**src/rtl/ccu_ctrl_snoop_collector.sv**
```systemverilog
// Collects per-port ACE snoop responses (CR/CD) for one coherent transaction and forwards the
// first data responder's line to R (and to writeback if dirty). Option: CCU_SNOOP_CD_LAST_CHECK_EN.

module ccu_ctrl_snoop_collector_port (
  input  logic       collect_i,
  input  logic       pending_i,
  input  logic       cr_valid_i,
  input  logic [4:0] cr_resp_i,
  output logic       cr_ready_o,
  output logic       hs_o,
  output logic       data_o,
  output logic       err_o,
  output logic       dirty_o,
  output logic       shared_o
);
  logic unused_was_unique;

  assign cr_ready_o        = collect_i & pending_i;
  assign hs_o              = cr_ready_o & cr_valid_i;
  assign data_o            = hs_o & cr_resp_i[0];
  assign err_o             = hs_o & cr_resp_i[1];
  assign dirty_o           = hs_o & cr_resp_i[2];
  assign shared_o          = hs_o & cr_resp_i[3];
  assign unused_was_unique = cr_resp_i[4];
endmodule

module ccu_ctrl_snoop_collector #(
  parameter int  NoMstPorts      = 4,
  parameter int  DcacheLineWidth = 128,
  parameter int  AxiDataWidth    = 64,
  localparam int LineBeats       = DcacheLineWidth / AxiDataWidth,
  localparam int IdxW            = (NoMstPorts > 1) ? $clog2(NoMstPorts) : 1
) (
  input  logic                               clk_i,
  input  logic                               rst_ni,
  input  logic                               snoop_start_i,
  input  logic [NoMstPorts-1:0]              snoop_mask_i,
  output logic                               busy_o,
  input  logic [NoMstPorts-1:0]              cr_valid_i,
  output logic [NoMstPorts-1:0]              cr_ready_o,
  input  logic [NoMstPorts*5-1:0]            cr_resp_i,
  input  logic [NoMstPorts-1:0]              cd_valid_i,
  output logic [NoMstPorts-1:0]              cd_ready_o,
  input  logic [NoMstPorts*AxiDataWidth-1:0] cd_data_i,
  input  logic [NoMstPorts-1:0]              cd_last_i,
  output logic [AxiDataWidth-1:0]            r_data_o,
  output logic                               r_last_o,
  output logic                               r_valid_o,
  input  logic                               r_ready_i,
  output logic [AxiDataWidth-1:0]            cd_o,
  output logic                               cd_handshake_o,
  input  logic                               cd_fifo_full_i,
  output logic [IdxW-1:0]                    first_responder_o,
  output logic                               resp_valid_o,
  input  logic                               resp_ready_i,
  output logic                               resp_data_o,
  output logic                               resp_dirty_o,
  output logic                               resp_shared_o,
  output logic                               resp_error_o
);
  localparam int CntW = $clog2(LineBeats) + 1;

  typedef enum logic [2:0] {S_IDLE, S_COLLECT, S_STREAM, S_DRAIN, S_DONE} state_e;

  state_e                state_q, state_d;
  logic [NoMstPorts-1:0] pending_q, pending_d;
  logic [NoMstPorts-1:0] data_mask_q, data_mask_d;
  logic [IdxW-1:0]       fr_q, fr_d;
  logic                  fr_valid_q, fr_valid_d;
  logic                  dirty_q, dirty_d;
  logic                  shared_q, shared_d;
  logic                  error_q, error_d;
  logic [CntW-1:0]       cnt_q, cnt_d;

  logic [NoMstPorts-1:0] cr_hs, cr_data, cr_err, cr_dirty, cr_shared;
  logic [NoMstPorts-1:0] last_seen;
  logic                  last_en;
  logic                  collect, at_last, sink_ok, beat;
  logic [IdxW-1:0]       drain_idx;

  function automatic logic [IdxW-1:0] lowest_idx(input logic [NoMstPorts-1:0] v);
    logic [IdxW-1:0] r;
    r = '0;
    for (int i = NoMstPorts - 1; i >= 0; i--) begin
      if (v[i]) r = IdxW'(i);
    end
    return r;
  endfunction

  assign collect = (state_q == S_COLLECT);

  for (genvar i = 0; i < NoMstPorts; i++) begin : g_port
    ccu_ctrl_snoop_collector_port u_port (
      .collect_i  (collect),
      .pending_i  (pending_q[i]),
      .cr_valid_i (cr_valid_i[i]),
      .cr_resp_i  (cr_resp_i[i*5 +: 5]),
      .cr_ready_o (cr_ready_o[i]),
      .hs_o       (cr_hs[i]),
      .data_o     (cr_data[i]),
      .err_o      (cr_err[i]),
      .dirty_o    (cr_dirty[i]),
      .shared_o   (cr_shared[i])
    );
  end

`ifdef CCU_SNOOP_CD_LAST_CHECK_EN
  assign last_en   = 1'b1;
  assign last_seen = cd_last_i;
`else
  logic [NoMstPorts-1:0] unused_cd_last;
  assign unused_cd_last = cd_last_i;
  assign last_en        = 1'b0;
  assign last_seen      = '0;
`endif

  // Beat count alone terminates a line; cd_last_i is at most a consistency check.
  assign at_last   = (cnt_q == CntW'(LineBeats - 1));
  assign sink_ok   = !dirty_q || !cd_fifo_full_i;
  assign drain_idx = lowest_idx(data_mask_q);

  always_comb begin
    state_d        = state_q;
    pending_d      = pending_q;
    data_mask_d    = data_mask_q;
    fr_d           = fr_q;
    fr_valid_d     = fr_valid_q;
    dirty_d        = dirty_q;
    shared_d       = shared_q;
    error_d        = error_q;
    cnt_d          = cnt_q;
    cd_ready_o     = '0;
    r_valid_o      = 1'b0;
    r_last_o       = 1'b0;
    cd_handshake_o = 1'b0;
    resp_valid_o   = 1'b0;
    beat           = 1'b0;

    unique case (state_q)
      S_IDLE: begin
        if (snoop_start_i) begin
          pending_d   = snoop_mask_i;
          data_mask_d = '0;
          fr_d        = '0;
          fr_valid_d  = 1'b0;
          dirty_d     = 1'b0;
          shared_d    = 1'b0;
          error_d     = 1'b0;
          cnt_d       = '0;
          state_d     = (|snoop_mask_i) ? S_COLLECT : S_DONE;
        end
      end
      S_COLLECT: begin
        pending_d   = pending_q & ~cr_hs;
        data_mask_d = data_mask_q | cr_data;
        error_d     = error_q | (|cr_err);
        dirty_d     = dirty_q | (|cr_dirty);
        shared_d    = shared_q | (|cr_shared);
        // Earliest cycle wins; ties within a cycle go to the lowest port.
        if (!fr_valid_q && (|cr_data)) begin
          fr_d       = lowest_idx(cr_data);
          fr_valid_d = 1'b1;
        end
        if (pending_d == '0) state_d = (data_mask_d != '0) ? S_STREAM : S_DONE;
      end
      S_STREAM: begin
        cd_ready_o[fr_q] = r_ready_i && sink_ok;
        r_valid_o        = cd_valid_i[fr_q] && sink_ok;
        r_last_o         = at_last;
        beat             = cd_valid_i[fr_q] && r_ready_i && sink_ok;
        cd_handshake_o   = beat && dirty_q;
        if (beat) begin
          if (last_en && (last_seen[fr_q] != at_last)) error_d = 1'b1;
          if (at_last) begin
            cnt_d             = '0;
            data_mask_d[fr_q] = 1'b0;
            state_d           = (data_mask_d != '0) ? S_DRAIN : S_DONE;
          end else begin
            cnt_d = cnt_q + 1'b1;
          end
        end
      end
      S_DRAIN: begin
        cd_ready_o[drain_idx] = 1'b1;
        if (cd_valid_i[drain_idx]) begin
          if (last_en && (last_seen[drain_idx] != at_last)) error_d = 1'b1;
          if (at_last) begin
            cnt_d                  = '0;
            data_mask_d[drain_idx] = 1'b0;
            if (data_mask_d == '0) state_d = S_DONE;
          end else begin
            cnt_d = cnt_q + 1'b1;
          end
        end
      end
      S_DONE: begin
        resp_valid_o = 1'b1;
        if (resp_ready_i) state_d = S_IDLE;
      end
      default: state_d = S_IDLE;
    endcase
  end

  always_ff @(posedge clk_i or negedge rst_ni) begin
    if (!rst_ni) begin
      state_q     <= S_IDLE;
      pending_q   <= '0;
      data_mask_q <= '0;
      fr_q        <= '0;
      fr_valid_q  <= 1'b0;
      dirty_q     <= 1'b0;
      shared_q    <= 1'b0;
      error_q     <= 1'b0;
      cnt_q       <= '0;
    end else begin
      state_q     <= state_d;
      pending_q   <= pending_d;
      data_mask_q <= data_mask_d;
      fr_q        <= fr_d;
      fr_valid_q  <= fr_valid_d;
      dirty_q     <= dirty_d;
      shared_q    <= shared_d;
      error_q     <= error_d;
      cnt_q       <= cnt_d;
    end
  end

  assign busy_o            = (state_q != S_IDLE);
  assign first_responder_o = fr_q;
  assign r_data_o          = cd_data_i[int'(fr_q)*AxiDataWidth +: AxiDataWidth];
  assign cd_o              = r_data_o;
  assign resp_data_o       = (state_q == S_DONE) && fr_valid_q;
  assign resp_dirty_o      = (state_q == S_DONE) && dirty_q;
  assign resp_shared_o     = (state_q == S_DONE) && shared_q;
  assign resp_error_o      = (state_q == S_DONE) && error_q;
endmodule

```
**config.mk**
```make
export PLATFORM = sky130hd
export DESIGN_NAME = ccu_ctrl_snoop_collector
export DESIGN_NICKNAME = d
export VERILOG_FILES = /design/src/rtl/ccu_ctrl_snoop_collector.sv
export SDC_FILE = /design/constraint.sdc
export NUM_CORES = 1
export LEC_CHECK = 0
export ABC_AREA = 1
export CORE_AREA = 2 2 171 173
export CTS_CLUSTER_SIZE = 8
export DETAILED_ROUTE_END_ITERATION = 10
export DIE_AREA = 0 0 173 175
export GPL_TIMING_DRIVEN = 1
export PLACE_DENSITY_LB_ADDON = 0.2
export SLEW_MARGIN = 30
export SYNTH_ARGS = -nofsm -noshare
export SYNTH_HDL_FRONTEND = slang
export SYNTH_SLANG_ARGS = --single-unit
export TNS_END_PERCENT = 10
```
**constraint.sdc**
```tcl
create_clock -name clk_i -period 5 [get_ports clk_i]
set_input_delay 1 -clock clk_i [delete_from_list [all_inputs] [get_ports clk_i]]
set_output_delay 1 -clock clk_i [all_outputs]
set_load 0.1 [all_outputs]
```
======== After elaboration in Yosys (flattened, before gate mapping) ========
Index checks and enable logic that the tools add are counted.
storage, ports and cells
  bits in registers ....................... 19
  input bits .............................. 298
  output and inout bits ................... 147
  word-level logic and storage cells ...... 153
operators by class
  $add $sub $neg .......................... 1
  magnitude comparators ................... 4
  equal/unequal tests ..................... 14
  shift-type cells ........................ 1
  muxes and demuxes ....................... 54
  bitwise gates (word level) .............. 35
  reduce and logical (&&, ||, !) cells .... 35
operators by type and width
  cell                                                                           number
  256-bit by 9-bit variable part select with 64-bit output                       1
  3-bit 2-to-1 mux                                                               11
  2-bit 2-to-1 mux                                                               13
  1-bit AND                                                                      24
  4-bit 2-to-1 mux                                                               6
  4-bit OR reduction                                                             5
  2-bit inequality test (second input constant)                                  9
  4-bit AND                                                                      4
  4-bit case mux with 2 select lines                                             2
  4-bit case mux with 4 select lines                                             1
  3-bit case mux with 5 select lines                                             1
  1-bit logical AND                                                              12
  4-bit NOT                                                                      3
  4-bit nonzero test                                                             3
  1-bit 2-to-1 mux                                                               10
  4-bit logical NOT                                                              2
  1-bit case mux with 2 select lines                                             4
  8-bit AND reduction                                                            1
  3-bit by 2-bit equality test with 1-bit output (second input constant)         2
  2-bit by 3-bit less-than comparator with 1-bit output (second input constant)  2
  2-bit case mux with 3 select lines                                             1
  6-bit AND reduction                                                            1
  3-bit nonzero test                                                             2
  1-bit binary-select mux with 2-bit select                                      2
  16 further kinds                                                               22

======== Longest topological paths before layout ========
  depth in word-level cells ............... 15
  mapped depth ............................ 12
  gate-level depth less buffers ........... 11

======== Hierarchy ========
Synthesis repeated with hierarchy kept, for this count alone.
unflattened totals
  cells, all modules ...................... 638
  area, all modules ....................... 3,636.0 µm²
modules (own cells, without submodules)
  module                         times used  cells each  area an instance (µm²)
  ccu_ctrl_snoop_collector       1           590         3,430.8
  ccu_ctrl_snoop_collector_port  4           12          51.3

======== Worst setup path before layout ========
Ideal clock, no wire load.
  path type ............................... register -> output
  from .................................... register fr_q[0], in the netlist first_responder_o[0]
  to ...................................... output cd_handshake_o
  arrival ................................. 3,551 ps
  data required time ...................... 4,000 ps
  path slack .............................. 449 ps
  stages on the path, launching flop included .. 7
  path through ............................ dfrtp_1 nand2_1 inv_1 nand2_1 nand4_1 inv_1 nor3_1
between the ends
  word-level cells in the longest chain between the ends .. 6
RTL lines
  element                                    RTL line  RTL
  start: declaration                         68        logic [IdxW-1:0] fr_q, fr_d;
  start signal: assignment                   219       fr_q <= fr_d;
  1-bit binary-select mux with 2-bit select  170       beat = cd_valid_i[fr_q] && r_ready_i && sink_ok;
  1-bit 2-to-1 mux (not written as such)     170
  1-bit logical AND (2 in a row)             170
  1-bit logical AND                          171       cd_handshake_o = beat && dirty_q;
  1-bit 2-to-1 mux                           139       unique case (state_q)
  end: declaration                           51        output logic cd_handshake_o,
Every way passes these cells. The select of a mux whose other input is x is not followed.

======== Final worst setup path ========
  from .................................... register state_q[2]
  to ...................................... output r_last_o
between the ends
  word-level cells in the longest chain between the ends .. 2
RTL lines
  element                                         RTL line  RTL
  start: declaration                              65        state_e state_q, state_d;
  start signal: assignment                        216       state_q <= state_d;
  3-bit by 2-bit equality test with 1-bit output  139
  1-bit 2-to-1 mux                                139
  end: declaration                                47        output logic r_last_o,
Every way passes these cells.

==> run metrics <==
post-synth design cell area between 0.003 and 0.004 mm²; relative area change from synthesis to final layout 120%; CTS clock-pin slew for the worst setup and hold paths 0.06 ns; tightest slew margin relative to the limit 0.336; TritonCTS sink count 19; warnings from Yosys 0; via/cell ratio 4.08; post-synthesis sequential area ratio 0.139; status finished clean; CP max stage cell clkdlybuf4s50_1; GPL Wtd Cong 0.909; transition at the pin with the smallest max-transition slack 0.994 ns; iteration-0 DRC count of the detailed router 253; nature of the critical path startpoint flop; count of input and output buffers between 400 and 500; min cycle time layout between 3 and 4 ns; buffers inserted by post-CTS timing repair 0; crit path kind flop to output pin; boundary pin count 445; worst stage delay on the critical path 1.15 ns; arrival time of the worst setup path about 2.7 ns; number of remaining DRC errors 0; final wirelength roughly 25000 µm; GRT overflow 0; area share of the leading cell type in the synthesized netlist 0.248; horizontal die dimension roughly 170 µm; global router's overall resource usage 0.151; part of the cycle the worst path needs 0.748; f_max 267 MHz; standard cell core area about 0.028 mm²; number of register bits inferred by synthesis 19; vias in the first global route 5305; quantity of hold-fixing buffers added after cts 0; vertical extent of the die 175 µm; clock tree from TritonCTS done; Final Setup Violations 0; critical path, cell by cell nor2_1 -> inv_1 -> nor2_2 -> inv_1 -> nor2_1 -> clkdlybuf4s50_1; Reg-to-Reg Start first_responder_o[0]; endpoints failing hold 0; proportion of register bits with asynchronous set or reset after synthesis 1.00; number of pins exceeding their max-slew limit in the final report 0; initial core utilization 0.121; share of final-layout standard cells stronger than drive strength 1 0.181; post-synthesis net count 861; area leader, netlist a22oi_1; H-Tree Level Count 1; largest net degree at the start of global routing 42; kind of capture point of the worst setup path output pin; post-route clock skew ~0.00099 ns; floorplan die area between 0.03 and 0.04 mm²; Final Net Count ~1200; type of the tightest min-delay check flop to flop; setup repair after global routing missed its margin false; antenna-violating nets left 0; start point of the critical path state_q[2]; commonest non-fill, non-tap cell in the layout clkdlybuf4s50_1; most used cells in the layout excluding fill and tap cells clkdlybuf4s50_1, nand2_1, buf_4, a22oi_1, nand3_1; number of antenna violations at the first check in global routing 5; startpoint of the tightest hold check path cnt_q[1]; iteration count of the initial detailed-routing pass 5; Resized Gates After CTS 0; MaxCap Viol Count 0; flip-flop cell with the highest count after synthesis dfrtp_1; post-detailed-route wirelength per cell 19.1 µm; HPWL after detailed placement between 20000 and 25000 µm; number of synthesized flops with an enable pin 0; data required time at the worst endpoint ~4 ns; largest fanout on the critical path 8; Std-Cell Rows 62; vias after detailed routing about 5300; buffers from clock root to sink, at most 2; buffer cell driving the clock tree root clkbuf_16; wire length of the first global-routing pass between 30000 and 40000 µm; Total Neg Setup Slack 0 ns; synthesized area per cell about 6.1 µm²; synthesized netlist cell count 563; CTS Buf Count 3; distinct cell type count of the synthesized netlist 25; top post-synthesis cells by area a22oi_1, nand2_1, buf_4; clock latency on the worst-skew pair between 0.2 and 0.3 ns
## metal layers
layer / track usage / share of wire / vias up
li1: - / - / 2616
met1: 0.186 / 0.42 / 2476
met2: 0.268 / 0.51 / 202
met3: 0.0285 / 0.057 / 16
met4: 0.0413 / 0.016 / 2
met5: 0 / 0.00052 / -
## through the flow
step	instances	utilization	setup WS, ns	area [µm²]	hold slack (ns)
after floorplan	563	-	0.449	3420	0.442
after global placement	1294	0.261	1.35	7410	0.466
after detailed placement	1294	0.261	1.34	7410	0.465
after CTS	1298	0.264	1.27	7490	0.484
after global routing	1302	0.265	1.13	7530	0.497
final	1303	0.265	1.26	7530	0.483
## Yosys cell counts (7+ instances only)
cell / number
dfrtp_1: 19
buf_4: 69
nand4_1: 16
clkbuf_1: 12
nor2_1: 27
o21ai_0: 7
buf_1: 14
a22oi_1: 113
inv_1: 44
nand3_1: 47
nand2_1: 159
## worst paths after layout
kind                              endpoint  slack [ns]  cells past startpoint
worst max-delay path              r_last_o        1.26                      6
worst min-delay path              cnt_q[1]        0.48                      2
worst max register to register  state_q[2]        2.50                     11
worst min register to register    cnt_q[1]        0.48                      2
max in group asynchronous         shared_q        3.96                      1
min in group asynchronous         cnt_q[0]        0.70                      1
## sequential cells by signal, summed over array words and instances (netlist names)
register and cells:
shared_q 1, error_q 1, fr_valid_q 1, first_responder_o 2, dirty_q 1, data_mask_q 4
state_q 3, pending_q 4, cnt_q 2
## cells by family after synthesis
kind of cell / Yosys count / synth area share
AOI/OAI and AO/OA: 136 / 0.292
DFF: 19 / 0.139
buffers and inverters: 145 / 0.235
and+or+nand+nor: 263 / 0.333
## cell type report
class                   count  area, µm²
clock inverters             1       7.51
inverters                  48        180
multi-input cells         399       2160
diodes                      4       10.0
clock buffers               3       75.1
repair buffers            445       4140
flip-flops and latches     19        475
well taps                 384        480
fillers                  3191      20900
## critical path, delay by kind of cell (launching register included)
family	cells	cell delay, ns
AND/OR/NAND/NOR	3	0.57
flip-flops	1	0.49
buffers and inverters	3	1.42
Power is not shown: default switching activity piles up to over one toggle a cycle in this logic, so the estimate is an artifact.
